`src/rtl/multicycle_controller_pkg.sv`:
```
// Shared definitions for the multi-cycle controller: FSM states, opcode map,
// ALU function codes, flag bit positions and the opcode classifier.
package multicycle_controller_pkg;

  typedef enum logic [2:0] {
    IDLE   = 3'd0,
    FETCH  = 3'd1,
    DECODE = 3'd2,
    EXEC   = 3'd3,
    MEM    = 3'd4,
    WB     = 3'd5,
    HALT   = 3'd6
  } state_t;

  typedef enum logic [2:0] {
    CLS_ALU_RR,
    CLS_ALU_RI,
    CLS_LD,
    CLS_ST,
    CLS_JMP,
    CLS_BR,
    CLS_HALT,
    CLS_ILL
  } op_class_t;

  localparam logic [4:0] OPC_ALU_RR = 5'b00000;
  localparam logic [4:0] OPC_ALU_RI = 5'b00001;
  localparam logic [4:0] OPC_LD     = 5'b00100;
  localparam logic [4:0] OPC_ST     = 5'b00101;
  localparam logic [4:0] OPC_JMP    = 5'b10000;
  localparam logic [4:0] OPC_HALT   = 5'b11111;
  localparam logic [1:0] OPC_BR_PFX = 2'b01;

  localparam logic [2:0] ALU_ADD = 3'b000;

  localparam int unsigned FLAG_Z = 0;
  localparam int unsigned FLAG_C = 1;
  localparam int unsigned FLAG_V = 2;
  localparam int unsigned FLAG_S = 3;

  function automatic op_class_t classify(input logic [4:0] opc);
    op_class_t cls;
    cls = CLS_ILL;
    if (opc[4:3] == OPC_BR_PFX) begin
      cls = CLS_BR;
    end else begin
      case (opc)
        OPC_ALU_RR: cls = CLS_ALU_RR;
        OPC_ALU_RI: cls = CLS_ALU_RI;
        OPC_LD:     cls = CLS_LD;
        OPC_ST:     cls = CLS_ST;
        OPC_JMP:    cls = CLS_JMP;
        OPC_HALT:   cls = CLS_HALT;
        default:    cls = CLS_ILL;
      endcase
    end
    return cls;
  endfunction

endpackage

```
`src/rtl/multicycle_controller_if.sv`:
```
// Instruction- and data-memory req/ack handshakes between controller and memories.
interface multicycle_controller_if;
  logic imem_req;
  logic imem_ack;
  logic dmem_req;
  logic dmem_ack;
  logic dmem_we;

  modport master (output imem_req, output dmem_req, output dmem_we,
                  input  imem_ack, input  dmem_ack);
  modport slave  (input  imem_req, input  dmem_req, input  dmem_we,
                  output imem_ack, output dmem_ack);
endinterface

```
`src/rtl/multicycle_controller_branch_cond_eval.sv`:
```
// Branch condition: opcode 01ccn selects flag cc ({S,V,C,Z}); n inverts the sense.
module branch_cond_eval
  import multicycle_controller_pkg::*;
#(
  parameter int unsigned OPC_W  = 5,
  parameter int unsigned NFLAGS = 4
) (
  input  logic [OPC_W-1:0]  opcode,
  input  logic [NFLAGS-1:0] flags,
  output logic              taken
);

  logic flag_sel;
  logic unused_opc_hi;

  assign unused_opc_hi = ^opcode[OPC_W-1:3];

  always_comb begin
    flag_sel = 1'b0;
    case (opcode[2:1])
      2'b00:   flag_sel = flags[FLAG_Z];
      2'b01:   flag_sel = flags[FLAG_C];
      2'b10:   flag_sel = flags[FLAG_V];
      2'b11:   flag_sel = flags[FLAG_S];
      default: flag_sel = 1'b0;
    endcase
    taken = flag_sel ^ opcode[0];
  end

endmodule

```
`src/rtl/multicycle_controller.sv`:
```
// Multi-cycle instruction sequencer: FETCH/DECODE/EXEC/MEM/WB with memory
// wait-state handshakes, conditional branches, HALT and illegal-opcode trap.
module multicycle_controller
  import multicycle_controller_pkg::*;
#(
  parameter int unsigned INS_W  = 16,
  parameter int unsigned OPC_W  = 5,
  parameter int unsigned FUNC_W = 3,
  parameter int unsigned NFLAGS = 4
) (
  input  logic                   clk,
  input  logic                   rst,
  input  logic [INS_W-1:0]       ins,
  input  logic [NFLAGS-1:0]      flags,
  multicycle_controller_if.master mem,
  output logic                   ir_ld,
  output logic                   pc_inc,
  output logic                   pc_ld,
  output logic                   rf_re1,
  output logic                   rf_re2,
  output logic                   rf_we,
  output logic                   alu_src_imm,
  output logic [FUNC_W-1:0]      alu_func,
  output logic                   flags_ld,
  output logic                   wb_sel,
  output logic                   halted,
  output logic                   illegal
);

  if (OPC_W != 5) begin : g_opc_w_check
    $error("multicycle_controller: fixed-field opcode decode requires OPC_W == 5");
  end

  state_t           state;
  op_class_t        cls;
  logic [OPC_W-1:0] opcode;
  logic             br_taken;
  logic             unused_ins_mid;

  assign opcode         = ins[INS_W-1 -: OPC_W];
  assign cls            = classify(opcode);
  assign unused_ins_mid = ^ins[INS_W-OPC_W-1:FUNC_W];

  branch_cond_eval #(
    .OPC_W  (OPC_W),
    .NFLAGS (NFLAGS)
  ) u_branch_cond_eval (
    .opcode (opcode),
    .flags  (flags),
    .taken  (br_taken)
  );

  always_ff @(posedge clk or negedge rst) begin
    if (!rst) begin
      state <= IDLE;
    end else begin
      case (state)
        IDLE:   state <= FETCH;
        FETCH:  if (mem.imem_ack) state <= DECODE;
        DECODE: begin
          case (cls)
            CLS_HALT: state <= HALT;
            CLS_ILL:  state <= FETCH;
            default:  state <= EXEC;
          endcase
        end
        EXEC: begin
          case (cls)
            CLS_ALU_RR, CLS_ALU_RI: state <= WB;
            CLS_LD, CLS_ST:         state <= MEM;
            default:                state <= FETCH;
          endcase
        end
        MEM: begin
          if (mem.dmem_ack) state <= (cls == CLS_LD) ? WB : FETCH;
        end
        WB:      state <= FETCH;
        HALT:    state <= HALT;
        default: state <= IDLE;
      endcase
    end
  end

  // Strobes decode from state plus the live IR/flags: DECODE and EXEC act on
  // the instruction and flags of the current cycle, so they cannot be pre-registered.
  always_comb begin
    mem.imem_req = 1'b0;
    mem.dmem_req = 1'b0;
    mem.dmem_we  = 1'b0;
    ir_ld        = 1'b0;
    pc_inc       = 1'b0;
    pc_ld        = 1'b0;
    rf_re1       = 1'b0;
    rf_re2       = 1'b0;
    rf_we        = 1'b0;
    alu_src_imm  = 1'b0;
    alu_func     = '0;
    flags_ld     = 1'b0;
    wb_sel       = 1'b0;
    halted       = 1'b0;
    illegal      = 1'b0;
    case (state)
      FETCH: begin
        mem.imem_req = 1'b1;
        ir_ld        = mem.imem_ack;
        pc_inc       = mem.imem_ack;
      end
      DECODE: begin
        rf_re1  = 1'b1;
        rf_re2  = (cls == CLS_ALU_RR) || (cls == CLS_ST);
        illegal = (cls == CLS_ILL);
      end
      EXEC: begin
        case (cls)
          CLS_ALU_RR: begin
            alu_func = ins[FUNC_W-1:0];
            flags_ld = 1'b1;
          end
          CLS_ALU_RI: begin
            alu_src_imm = 1'b1;
            alu_func    = FUNC_W'(ALU_ADD);
            flags_ld    = 1'b1;
          end
          CLS_LD, CLS_ST: begin
            alu_src_imm = 1'b1;
            alu_func    = FUNC_W'(ALU_ADD);
          end
          CLS_JMP: pc_ld = 1'b1;
          CLS_BR:  pc_ld = br_taken;
          default: ;
        endcase
      end
      MEM: begin
        mem.dmem_req = 1'b1;
        mem.dmem_we  = (cls == CLS_ST);
      end
      WB: begin
        rf_we  = 1'b1;
        wb_sel = (cls == CLS_LD);
      end
      HALT:    halted = 1'b1;
      default: ;
    endcase
  end

endmodule

```
`src/flat_wrapper.sv`:
```
// flat-port wrapper written by rule: the top's interface ports become plain ports
module multicycle_controller_flat import multicycle_controller_pkg::*;
#(
  parameter int unsigned INS_W  = 16,
  parameter int unsigned OPC_W  = 5,
  parameter int unsigned FUNC_W = 3,
  parameter int unsigned NFLAGS = 4
)
  (clk, rst, ins, flags, ir_ld, pc_inc, pc_ld, rf_re1, rf_re2, rf_we, alu_src_imm, alu_func, flags_ld, wb_sel, halted, illegal, mem_imem_req, mem_dmem_req, mem_dmem_we, mem_imem_ack, mem_dmem_ack);
  multicycle_controller_if mem_i ();
  input  logic clk;
  input  logic rst;
  input  logic [INS_W-1:0] ins;
  input  logic [NFLAGS-1:0] flags;
  output logic ir_ld;
  output logic pc_inc;
  output logic pc_ld;
  output logic rf_re1;
  output logic rf_re2;
  output logic rf_we;
  output logic alu_src_imm;
  output logic [FUNC_W-1:0] alu_func;
  output logic flags_ld;
  output logic wb_sel;
  output logic halted;
  output logic illegal;
  output wire logic [$bits(mem_i.imem_req)-1:0] mem_imem_req;
  output wire logic [$bits(mem_i.dmem_req)-1:0] mem_dmem_req;
  output wire logic [$bits(mem_i.dmem_we)-1:0] mem_dmem_we;
  input wire logic [$bits(mem_i.imem_ack)-1:0] mem_imem_ack;
  input wire logic [$bits(mem_i.dmem_ack)-1:0] mem_dmem_ack;
  assign mem_imem_req = mem_i.imem_req;
  assign mem_dmem_req = mem_i.dmem_req;
  assign mem_dmem_we = mem_i.dmem_we;
  assign mem_i.imem_ack = mem_imem_ack;
  assign mem_i.dmem_ack = mem_dmem_ack;
  multicycle_controller #(.INS_W(INS_W), .OPC_W(OPC_W), .FUNC_W(FUNC_W), .NFLAGS(NFLAGS)) u_core (.clk(clk), .rst(rst), .ins(ins), .flags(flags), .mem(mem_i), .ir_ld(ir_ld), .pc_inc(pc_inc), .pc_ld(pc_ld), .rf_re1(rf_re1), .rf_re2(rf_re2), .rf_we(rf_we), .alu_src_imm(alu_src_imm), .alu_func(alu_func), .flags_ld(flags_ld), .wb_sel(wb_sel), .halted(halted), .illegal(illegal));
endmodule
```
`config.mk`:
```
export PLATFORM = sky130hd
export DESIGN_NAME = multicycle_controller_flat
export DESIGN_NICKNAME = d
export VERILOG_FILES = /design/src/rtl/multicycle_controller_pkg.sv /design/src/rtl/multicycle_controller_if.sv /design/src/rtl/multicycle_controller_branch_cond_eval.sv /design/src/rtl/multicycle_controller.sv /design/src/flat_wrapper.sv
export SDC_FILE = /design/constraint.sdc
export NUM_CORES = 1
export LEC_CHECK = 0
export ABC_AREA = 1
export CAP_MARGIN = 10
export CORE_MARGIN = 4
export CORE_UTILIZATION = 31
export CTS_CLUSTER_DIAMETER = 200
export CTS_CLUSTER_SIZE = 12
export DETAILED_ROUTE_END_ITERATION = 10
export GPL_TIMING_DRIVEN = 0
export PLACE_DENSITY = 0.78
export SLEW_MARGIN = 20
export SYNTH_ARGS = -nofsm -noshare
export SYNTH_HDL_FRONTEND = slang
export SYNTH_SLANG_ARGS = --single-unit
```
`constraint.sdc`:
```
create_clock -name clk -period 1.5 [get_ports clk]
set_input_delay 0.3 -clock clk [delete_from_list [all_inputs] [get_ports clk]]
set_output_delay 0.3 -clock clk [all_outputs]
set_load 0.03 [all_outputs]
```
==> results of run 1 <==
## worst min path at each step
stage                     from         endpoint  slack [ps]  cells after the start
after floorplan            rst  u_core.state[0]           4                      0
after global routing       rst  u_core.state[0]         230                      1
after CTS                  rst  u_core.state[0]         240                      1
after global placement     rst  u_core.state[0]         490                      1
final                      rst  u_core.state[0]         250                      1
after detailed placement   rst  u_core.state[0]         490                      1
## worst max-delay path, cell delays in order (launching register included)
cell	delay, ps
dfrtp_1	370
inv_2	90
nor2_4	200
nand2_4	90
nor2_4	170
and3_4	210
buf_6	120
## cell usage in the layout, fill, tap and decap left out, drive strengths merged
cell	n
clkdlybuf4s50	6
buf	53
a21oi	5
nor2	21
nand2	18
nand3	8
and3	5
dfrtp	3
dlygate4sd2	4
and2	1
o21a	1
o21ai	4
clkbuf	4
nor3	1
inv	17
or2	2
nand4	1
## stage by stage
step	worst slack [ps]	power (W)	cells
2_1_floorplan	-131.5	0.0006094	88
3_3_place_gp	-1093	0.0008151	136
3_5_place_dp	-1113	0.0008263	136
4_1_cts	-197.1	0.001163	159
5_1_grt	-340.5	0.001565	170
6_report	-274.4	0.001485	170
## synthesized netlist by cell type
cell | n | share of area [%]
nand3_2 | 1 | 2.1
o21ai_1 | 2 | 2.1
dfrtp_1 | 3 | 15
nor2_1 | 15 | 12
nand4_1 | 1 | 1.3
and3_1 | 5 | 6.4
nor2_4 | 1 | 2.3
inv_1 | 14 | 11
a21oi_1 | 5 | 5.1
nor3_1 | 1 | 1.0
o21ai_0 | 2 | 2.1
nand2_2 | 6 | 7.7
nand3_1 | 7 | 7.2
inv_2 | 3 | 2.3
nor2_2 | 5 | 6.4
and2_1 | 1 | 1.3
o21a_1 | 1 | 1.5
nand2_1 | 12 | 9.3
or2_1 | 2 | 2.6
buf_4 | 1 | 1.5
## cell type report
class	count	area, µm²
Fill cell	81	181.4
Timing Repair Buffer	62	588.1
Tap cell	16	20.02
Sequential cell	3	77.57
Buffer	1	11.26
Inverter	17	63.81
Clock buffer	4	26.28
Multi-Input combinational cell	67	520.5
## power breakdown
group	switching, W	internal, W
combinational	0.000626	0.000565
clock	0.0000401	0.0000996
sequential	0.0000380	0.000116
## cells by family after synthesis
| family | count (synthesis) | share of synthesized area, % |
|---|---|---|
| flops | 3 | 15.42 |
| compound gates | 10 | 10.80 |
| buf+inv | 18 | 14.65 |
| simple gates | 57 | 59.12 |
## repair_timing
action	4_1_cts	5_1_grt
resized for setup	178	15
hold endpoints to repair	0	0
setup buffers	19	11
pin swaps	29	14
setup endpoints to repair	19	19
## per-layer routing
metal	part of all wire (%)	wire length, µm	vias up
li1	-	-	412
met1	39	1082	397
met2	52	1459	44
met3	7.0	197	12
met4	2.5	70	0
met5	0	0	-
==> summary.txt, run 1 <==
Run status
  • Run status: complete, but fails checks
  • Failing checks: setup timing

Worst setup path
  • Worst Path Max Fanout: 5
  • Worst setup EP type: output port
  • CP Launch Point: u_core.state[0]
  • FF-to-FF setup slack: -160 ps
  • Crit Path Category: reg -> out
  • Req. time, crit path: ~1200 ps
  • CP startpoint kind: register
  • Worst setup endpoint: alu_func[1]
  • Crit Reg-Reg Startpoint: u_core.state[2]
  • Reg2reg end: u_core.state[1]
  • CP Data Arrival Time: around 1500 ps
  • Reg2reg path depth: 9

Layout
  • Design Area, Final: around 0.0013 mm²
  • Biggest register: u_core.state
  • Layout cells sized above 1: 68.83%
  • Top flop regs: u_core.state (3)
  • Core Util, Final: around 88%
  • Area Overhead vs Synth: 168.6%
  • Largest register FFs: 3
  • Final #Nets: 179
  • Number of inserted diodes: 0

Placement
  • DP Area: about 880 µm²
  • RePlAce Congestion: between 0.8 and 0.9
  • Port buffer count: 32
  • HPWL Detailed: 1.252 mm

GRT
  • First-pass GRT wire length: between 3 and 4 mm
  • Met2 Resource Use GR: a little over two fifths
  • Top Usage Layer GRT: met2
  • GRT met1 Usage: between 20% and 30%
  • Initial antenna violation count: 0
  • Grt ovf: 0
  • Vias in the first global route: around 760
  • GR Util met3: approximately 2.6%
  • Gr usage total: 23.55%
  • Largest net degree at the start of global routing: 7

Synthesis
  • Mapped Avg Cell Area: 5.531 µm²
  • Ys Warns: 0
  • Gate Count Post-Synth: between 80 and 90
  • Register area share after synthesis: 15.42%
  • #FFs+latches synth: 3
  • Cell area after synthesis: between 400 and 500 µm²
  • Post-synthesis cell type count: 20
  • Syn_nets: 112

STA
  • Max-slew headroom: roughly 87%
  • Max Clock Skew: approximately 1.5 ps
  • Sum Neg Setup Slack: -3603 ps
  • Slew @ Worst Pin: 193.8 ps
  • Final Max Slew Viols: 0
  • Period minus WS final: approximately 1800 ps
  • RSZ-0062 raised after global routing: yes
  • Fin crit share: 118.3%
  • Final Hold Fails: 0
  • Fmax achieved: 563.6 MHz
  • Worst setup margin: -274.4 ps
  • Hold Slack: ~250 ps
  • Endpoints failing setup: 18

Die
  • Core Area: 0.001489 mm²
  • Chip Width: roughly 48 µm
  • Initial Util: 32.69%
  • IO Count: a little over 40
  • Die height: roughly 48 µm
  • Row cnt: 14
  • Total Die Area: around 0.0023 mm²

Detailed routing
  • TritonRoute pass-1 iters: 4
  • Final WL: around 2.8 mm
  • Vias: between 800 and 900
  • Number of remaining DRC errors: 0
  • DR iter-0 viols: 30
  • Vias per cell: about 5
  • Wire per inst: between 15 and 20 µm
  • Post-route antenna net violation count: 0

Job
  • Max-cap violations: 0

CTS
  • CTS HTree Levels: 1
  • CTS sink cnt: 3
  • CTS hold repair buffers: 0
  • Clock-pin slew on the worst setup and hold paths: about 40 ps
  • Clock Path Buffers: 2
  • Clock latency on the worst-skew pair: approximately 230 ps
  • CTS tree: done
  • CTS Buf Count: 3
  • Root cell of the clock tree: clkbuf_4

Min path
  • Worst Hold Class: in -> async

Power and ir drop
  • Pwr/cell area: ~1100 mW/mm²
  • Peak supply drop: 1386 µV
  • Leakage power: 0.6515 nW
Note: power is estimated with default switching activity, not from simulation.
==> run 2: changes to the inputs <==
CORE_UTILIZATION = 30   (was 31)
GPL_TIMING_DRIVEN = unset   (was 0)
PLACE_DENSITY = 0.76   (was 0.78)
==> run 2 against run 1 <==
Net effect:
- flip-flop and latch count is the same
- clock-buffer cell count unchanged
- sequential share of layout area is 0.32 points lower
- routed wire length up 5.2%
- the flow still finishes with violations (setup timing)
- critical path depth increased by 2
- total power decreased by 2.3%
- global-route usage decreased by 1.2 points
- hold slack worse by 2.9 ps
- cell count rose by 2.4%
- fmax grew 2.3%
==> summary.txt, run 2 (synthesis gave the netlist of run 1 again) <==
Layout
  • Area Overhead vs Synth: 184.1% (was 168.6%)
  • Core Util, Final: 90.72% (was 87.82%)
  • Biggest register: u_core.state (unchanged)
  • Most common cell after layout, fill and taps aside: buf_4
  • Most frequent cells in the layout: 30 x buf_4, 25 x buf_6, 12 x nor2_4 (was 25 x buf_6, 25 x buf_4, 10 x nor2_4)
  • Number of inserted diodes: 0 (unchanged)
  • Design Area, Final: 0.001383 mm² (was 0.001308 mm²)
  • Top flop regs: u_core.state (3) (unchanged)
  • Largest register FFs: 3 (unchanged)
  • Layout cells sized above 1: 72.78% (was 68.83%)
  • Final #Nets: 183 (was 179)

Detailed routing
  • TritonRoute pass-1 iters: 4 (unchanged)
  • Wire per inst: 16.99 µm (was 16.52 µm)
  • DR iter-0 viols: 19 (was 30)
  • Vias per cell: 5.184 (was 5.088)
  • Final WL: 2.956 mm (was 2.809 mm)
  • Vias: 902 (was 865)
  • Number of remaining DRC errors: 0 (unchanged)
  • Post-route antenna net violation count: 0 (unchanged)

STA
  • RSZ-0062 raised after global routing: yes (unchanged)
  • Endpoints failing setup: 17 (was 18)
  • Max Clock Skew: 1.317 ps (was 1.514 ps)
  • Period minus WS final: 1734 ps (was 1774 ps)
  • Slew @ Worst Pin: 343.0 ps (was 193.8 ps)
  • Hold Slack: 245.4 ps (was 248.3 ps)
  • Final Hold Fails: 0 (unchanged)
  • Final Max Slew Viols: 0 (unchanged)
  • Worst setup margin: -234.1 ps (was -274.4 ps)
  • Fmax achieved: 576.7 MHz (was 563.6 MHz)
  • Fin crit share: 115.6% (was 118.3%)
  • Max-slew headroom: 76.89% (was 86.99%)

Die
  • Chip Width: 48.28 µm (was 47.63 µm)
  • Total Die Area: 0.002331 mm² (was 0.002268 mm²)
  • IO Count: 41 (unchanged)
  • Die height: 48.28 µm (was 47.63 µm)
  • Row cnt: 14 (unchanged)
  • Core Area: 0.001524 mm² (was 0.001489 mm²)
  • Initial Util: 31.94% (was 32.69%)

GRT
  • Grt ovf: 0 (unchanged)
  • Vias in the first global route: 905 (was 759)
  • First-pass GRT wire length: 3.567 mm (was 3.643 mm)
  • Gr usage total: 22.35% (was 23.55%)
  • Largest net degree at the start of global routing: 6 (was 7)
  • Initial antenna violation count: 0 (unchanged)

CTS
  • CTS tree: done (unchanged)
  • Root cell of the clock tree: clkbuf_4 (unchanged)
  • CTS HTree Levels: 1 (unchanged)
  • CTS Buf Count: 3 (unchanged)
  • Clock-pin slew on the worst setup and hold paths: 40 ps (about the same)
  • CTS sink cnt: 3 (unchanged)
  • Clock Path Buffers: 2 (unchanged)
  • Clock latency on the worst-skew pair: 230 ps (about the same)

Placement
  • DP Area: 962.2 µm² (was 880.8 µm²)
  • Port buffer count: 32 (unchanged)
  • RePlAce Congestion: 0.8413 (was 0.8188)
  • Pre-CTS WS: -632.5 ps (was -1113 ps)
  • HPWL Detailed: 1.428 mm (was 1.252 mm)

Power and ir drop
  • Leakage power: 0.6886 nW (was 0.6515 nW)
  • Final Power: 0.001451 W (was 0.001485 W)
  • Peak supply drop: 940.9 µV (was 1386 µV)
  • Pwr/cell area: 1049 mW/mm² (was 1136 mW/mm²)

Worst setup path
  • Worst setup EP type: output port (unchanged)
  • Req. time, crit path: 1200 ps (about the same)
  • CP startpoint kind: input pin (was register)
  • Crit Reg-Reg Startpoint: u_core.state[0] (was u_core.state[2])
  • Buf/Inv on CP: 2 (unchanged)
  • FF-to-FF setup slack: -130 ps (was -160 ps)
  • Reg2reg end: u_core.state[2] (was u_core.state[1])
  • Crit Path Category: in -> out (was reg -> out)
  • Worst setup endpoint: wb_sel (was alu_func[1])
  • Worst path cell trace: buf_12, nor2_4, nand2_4, nand3_4, nand2_4, nor2_1, and3_4, buf_6 (was inv_2, nor2_4, nand2_4, nor2_4, and3_4, buf_6)
  • Crit path max-delay family: simple AND/OR/NAND/NOR gates (unchanged)
  • CP max-delay cell: and3_4 (was dfrtp_1)
  • Worst path max stage delay: 210 ps (was 370 ps)
  • Worst Path Max Fanout: 5 (unchanged)
  • Critical path depth: 8 (was 6)
  • Reg2reg path depth: 11 (was 9)
  • CP Launch Point: ins[12] (was u_core.state[0])
  • CP dominant cell by count: nand2_4 (was nor2_4)
  • CP Data Arrival Time: 1430 ps (was 1470 ps)

Min path
  • Worst Hold Class: in -> async (unchanged)

Run status
  • Failing checks: setup timing (unchanged)
  • Run status: complete, but fails checks (unchanged)

Job
  • Max-cap violations: 0 (unchanged)
-- run 2: per-layer routing --
layer	up-vias	GRT usage [%]	wire, µm
li1	413	-	-
met1	431	21.01	1108
met2	44	42.45	1549
met3	14	4.797	169
met4	0	14.52	128
met5	-	0	0
-- run 2: layout make-up --
type | count | area (µm²)
clock buffer | 4 | 26.28
tap | 16 | 20.02
timing repair buffer | 67 | 639.4
inverter | 17 | 63.81
sequential | 3 | 77.57
fill | 68 | 141.4
multi-input combinational | 67 | 555.5
-- run 2: worst min path at each step --
stage          from              end  slack [ps]
2_1_floorplan   rst  u_core.state[0]           4
3_3_place_gp    rst  u_core.state[0]         490
3_5_place_dp    rst  u_core.state[0]         490
4_1_cts         rst  u_core.state[2]         250
5_1_grt         rst  u_core.state[0]         240
6_report        rst  u_core.state[0]         250
-- run 2: power by group --
group | switching, W | internal [W] | leakage [nW]
Combinational | 0.000632 | 0.000535 | 0.639
Clock | 0.0000426 | 0.0000998 | 0.0150
Sequential | 0.0000254 | 0.000116 | 0.0350
Total | 0.000700 | 0.000750 | 0.689
-- run 2: repair_timing --
item	in CTS	in global routing
gates resized for setup	76	27
cloned	0	0
buffers inserted	10	7
hold buffers	0	0
pin swaps	27	18
setup endpoints to repair	18	18
-- run 2: worst register-to-register path, delay by kind of cell, from the launching register on --
kind	cells	cell delay (ps)
buf+inv	4	480
flops	1	380
simple gates	4	270
compound gates	3	370
-- run 2: stage by stage --
stage | setup TNS (ps) | std cells
6_report | -2821 | 174
4_1_cts | -2021 | 167
3_5_place_dp | -6662 | 153
3_3_place_gp | -6198 | 153
2_1_floorplan | -137.9 | 88
5_1_grt | -4042 | 174
==> run 3: changes to the inputs <==
PLACE_DENSITY = unset   (was 0.76)
PLACE_DENSITY_LB_ADDON = 0.1   (was unset)
==> run 3 against run 2 <==
Net effect:
- the flow still finishes with violations (setup timing)
- clock power down 5%
- combinational power down 4%
- register-to-register slack better by 110 ps
- die area unchanged
- design area down 4.9%
- sequential share of layout area up 0.29 points
- critical path type is now reg -> out
- critical endpoint is now alu_func[1]
- highest routed layer unchanged
==> summary.txt, run 3 (synthesis gave the netlist of run 1 again) <==
Die
  • Total Die Area: 0.002331 mm² (unchanged)
  • Row cnt: 14 (unchanged)
  • Die height: 48.28 µm (unchanged)
  • Core Area: 0.001524 mm² (unchanged)
  • Chip Width: 48.28 µm (unchanged)
  • IO Count: 41 (unchanged)
  • Initial Util: 31.94% (unchanged)

Worst setup path
  • Worst setup EP type: output port (unchanged)
  • Worst path max stage delay: 360 ps (was 210 ps)
  • FF-to-FF setup slack: -20 ps (was -130 ps)
  • CP dominant cell by count: nor2_4 (was nand2_4)
  • Crit path max-delay family: simple AND/OR/NAND/NOR gates (unchanged)
  • Crit Path Category: reg -> out (was in -> out)
  • CP startpoint kind: register (was input pin)
  • CP Data Arrival Time: 1390 ps (was 1430 ps)
  • Crit Reg-Reg Startpoint: u_core.state[0] (unchanged)
  • CP max-delay cell: dfrtp_1 (was and3_4)
  • Worst path cell trace: inv_2, nor2_4, nand2_4, nor2_4, and3_4, buf_6 (was buf_12, nor2_4, nand2_4, nand3_4, nand2_4, nor2_1, and3_4, buf_6)
  • Req. time, crit path: 1200 ps (about the same)
  • Reg2reg end: u_core.state[2] (unchanged)
  • Worst Path Max Fanout: 5 (unchanged)
  • Reg2reg path depth: 10 (was 11)
  • Buf/Inv on CP: 2 (unchanged)

CTS
  • CTS Buf Count: 3 (unchanged)
  • CTS sink cnt: 3 (unchanged)
  • Clock latency on the worst-skew pair: 220 ps (was 230 ps)
  • Clock-pin slew on the worst setup and hold paths: 30 ps (was 40 ps)
  • Clock Path Buffers: 2 (unchanged)
  • CTS tree: done (unchanged)
  • Root cell of the clock tree: clkbuf_4 (unchanged)
  • CTS HTree Levels: 1 (unchanged)

STA
  • Endpoints failing setup: 16 (was 17)
  • Fmax achieved: 592.1 MHz (was 576.7 MHz)
  • Slew @ Worst Pin: 245.5 ps (was 343.0 ps)
  • Max Clock Skew: 0.3541 ps (was 1.317 ps)
  • Period minus WS final: 1689 ps (was 1734 ps)
  • Final Hold Fails: 0 (unchanged)
  • Max-slew headroom: 83.46% (was 76.89%)
  • RSZ-0062 raised after global routing: yes (unchanged)
  • Worst setup margin: -188.9 ps (was -234.1 ps)
  • Fin crit share: 112.6% (was 115.6%)
  • Final Max Slew Viols: 0 (unchanged)

Run status
  • Failing checks: setup timing (unchanged)
  • Run status: complete, but fails checks (unchanged)

Layout
  • Most frequent cells in the layout: 28 x buf_4, 23 x buf_6, 11 x nor2_4 (was 30 x buf_4, 25 x buf_6, 12 x nor2_4)
  • Final #Nets: 180 (was 183)
  • Reg area: 77.57 µm² (unchanged)
  • Design Area, Final: 0.001315 mm² (was 0.001383 mm²)
  • Most common cell after layout, fill and taps aside: buf_4 (unchanged)
  • Number of inserted diodes: 0 (unchanged)
  • Biggest register: u_core.state (unchanged)
  • Layout cells sized above 1: 71.61% (was 72.78%)
  • FILL cells: 90 (was 68)
  • Largest register FFs: 3 (unchanged)
  • Area of the multi-input gates: 525.5 µm² (was 555.5 µm²)
  • Area Overhead vs Synth: 170.2% (was 184.1%)
  • Top flop regs: u_core.state (3) (unchanged)

Detailed routing
  • Wire per inst: 13.69 µm (was 16.99 µm)
  • Final WL: 2.341 mm (was 2.956 mm)
  • Met3 Wirelength: 125 µm (was 169 µm)
  • Met1 Wirelength: 792 µm (was 1.108 mm)
  • Vias per cell: 4.830 (was 5.184)
  • TritonRoute pass-1 iters: 4 (unchanged)
  • Vias: 826 (was 902)
  • Top Metal Used: met4 (unchanged)
  • DR iter-0 viols: 3 (was 19)
  • Number of remaining DRC errors: 0 (unchanged)
  • Post-route antenna net violation count: 0 (unchanged)
  • Met2 WL: 1.350 mm (was 1.549 mm)

Placement
  • RePlAce Congestion: 0.7916 (was 0.8413)
  • HPWL Detailed: 1.366 mm (was 1.428 mm)
  • Pre-CTS WS: -603.4 ps (was -632.5 ps)
  • DP Area: 969.7 µm² (was 962.2 µm²)
  • Port buffer count: 32 (unchanged)

GRT
  • Gr usage total: 17.15% (was 22.35%)
  • First-pass GRT wire length: 2.822 mm (was 3.567 mm)
  • Grt ovf: 0 (unchanged)
  • Vias in the first global route: 726 (was 905)
  • Largest net degree at the start of global routing: 6 (unchanged)
  • Initial antenna violation count: 0 (unchanged)

Power and ir drop
  • Peak supply drop: 1283 µV (was 940.9 µV)
  • Pwr/cell area: 1063 mW/mm² (was 1049 mW/mm²)
  • Final Power: 0.001398 W (was 0.001451 W)
  • Leakage power: 0.6551 nW (was 0.6886 nW)

Job
  • Max-cap violations: 0 (unchanged)

Min path
  • Worst Hold Class: in -> async (unchanged)
==> run 3: area by class of cell <==
| class | instances | area share, % |
|---|---|---|
| clock buffers | 4 | 1.998 |
| multi-input cells | 67 | 39.96 |
| well taps | 16 | 1.522 |
| flip-flops and latches | 3 | 5.899 |
| repair buffers | 64 | 45.77 |
| inverters | 17 | 4.853 |
==> run 3: power breakdown <==
part | internal [W] | total (W) | switching, W
registers | 0.000116 | 0.000141 | 0.0000249
logic | 0.000520 | 0.00112 | 0.000602
clock network | 0.0000993 | 0.000135 | 0.0000359
==> run 3: what timing repair did <==
| item | in CTS | in global routing |
|---|---|---|
| pin swaps | 24 | 19 |
| hold buffers | 0 | 0 |
| buffers inserted | 9 | 5 |
| gates resized for setup | 69 | 26 |
| gates cloned | 0 | 0 |
| setup endpoints to repair | 16 | 18 |
| hold endpoints to repair | 0 | 0 |
==> run 3: per-stage QoR <==
step                instances  setup TNS (ps)  hold WS, ps  utilization, %
finish                    171           -2082        252.9           86.29
global route              171           -3066        246.9           86.29
CTS                       167           -1864        242.0           79.15
detailed placement        154           -6564        490.1           63.63
global placement          154           -6181        488.3           63.63
floorplan                  88          -137.9        4.409               -
==> run 3: worst max-delay path by stage <==
| stage | from | to | slack, ps | depth (start not counted) |
|---|---|---|---|---|
| after floorplan | u_core.state[0] | pc_inc | -130 | 7 |
| after global placement | ins[12] | rf_re2 | -570 | 8 |
| after detailed placement | ins[15] | wb_sel | -600 | 9 |
| after CTS | u_core.state[2] | alu_func[0] | -180 | 5 |
| after global routing | u_core.state[2] | wb_sel | -240 | 5 |
| final | u_core.state[0] | alu_func[1] | -190 | 6 |
==> run 3: per-layer routing <==
metal | up-vias | global-route usage (%)
li1 | 411 | -
met1 | 379 | 16.74
met2 | 28 | 34.38
met3 | 8 | 3.690
met4 | 0 | 5.914
met5 | - | 0
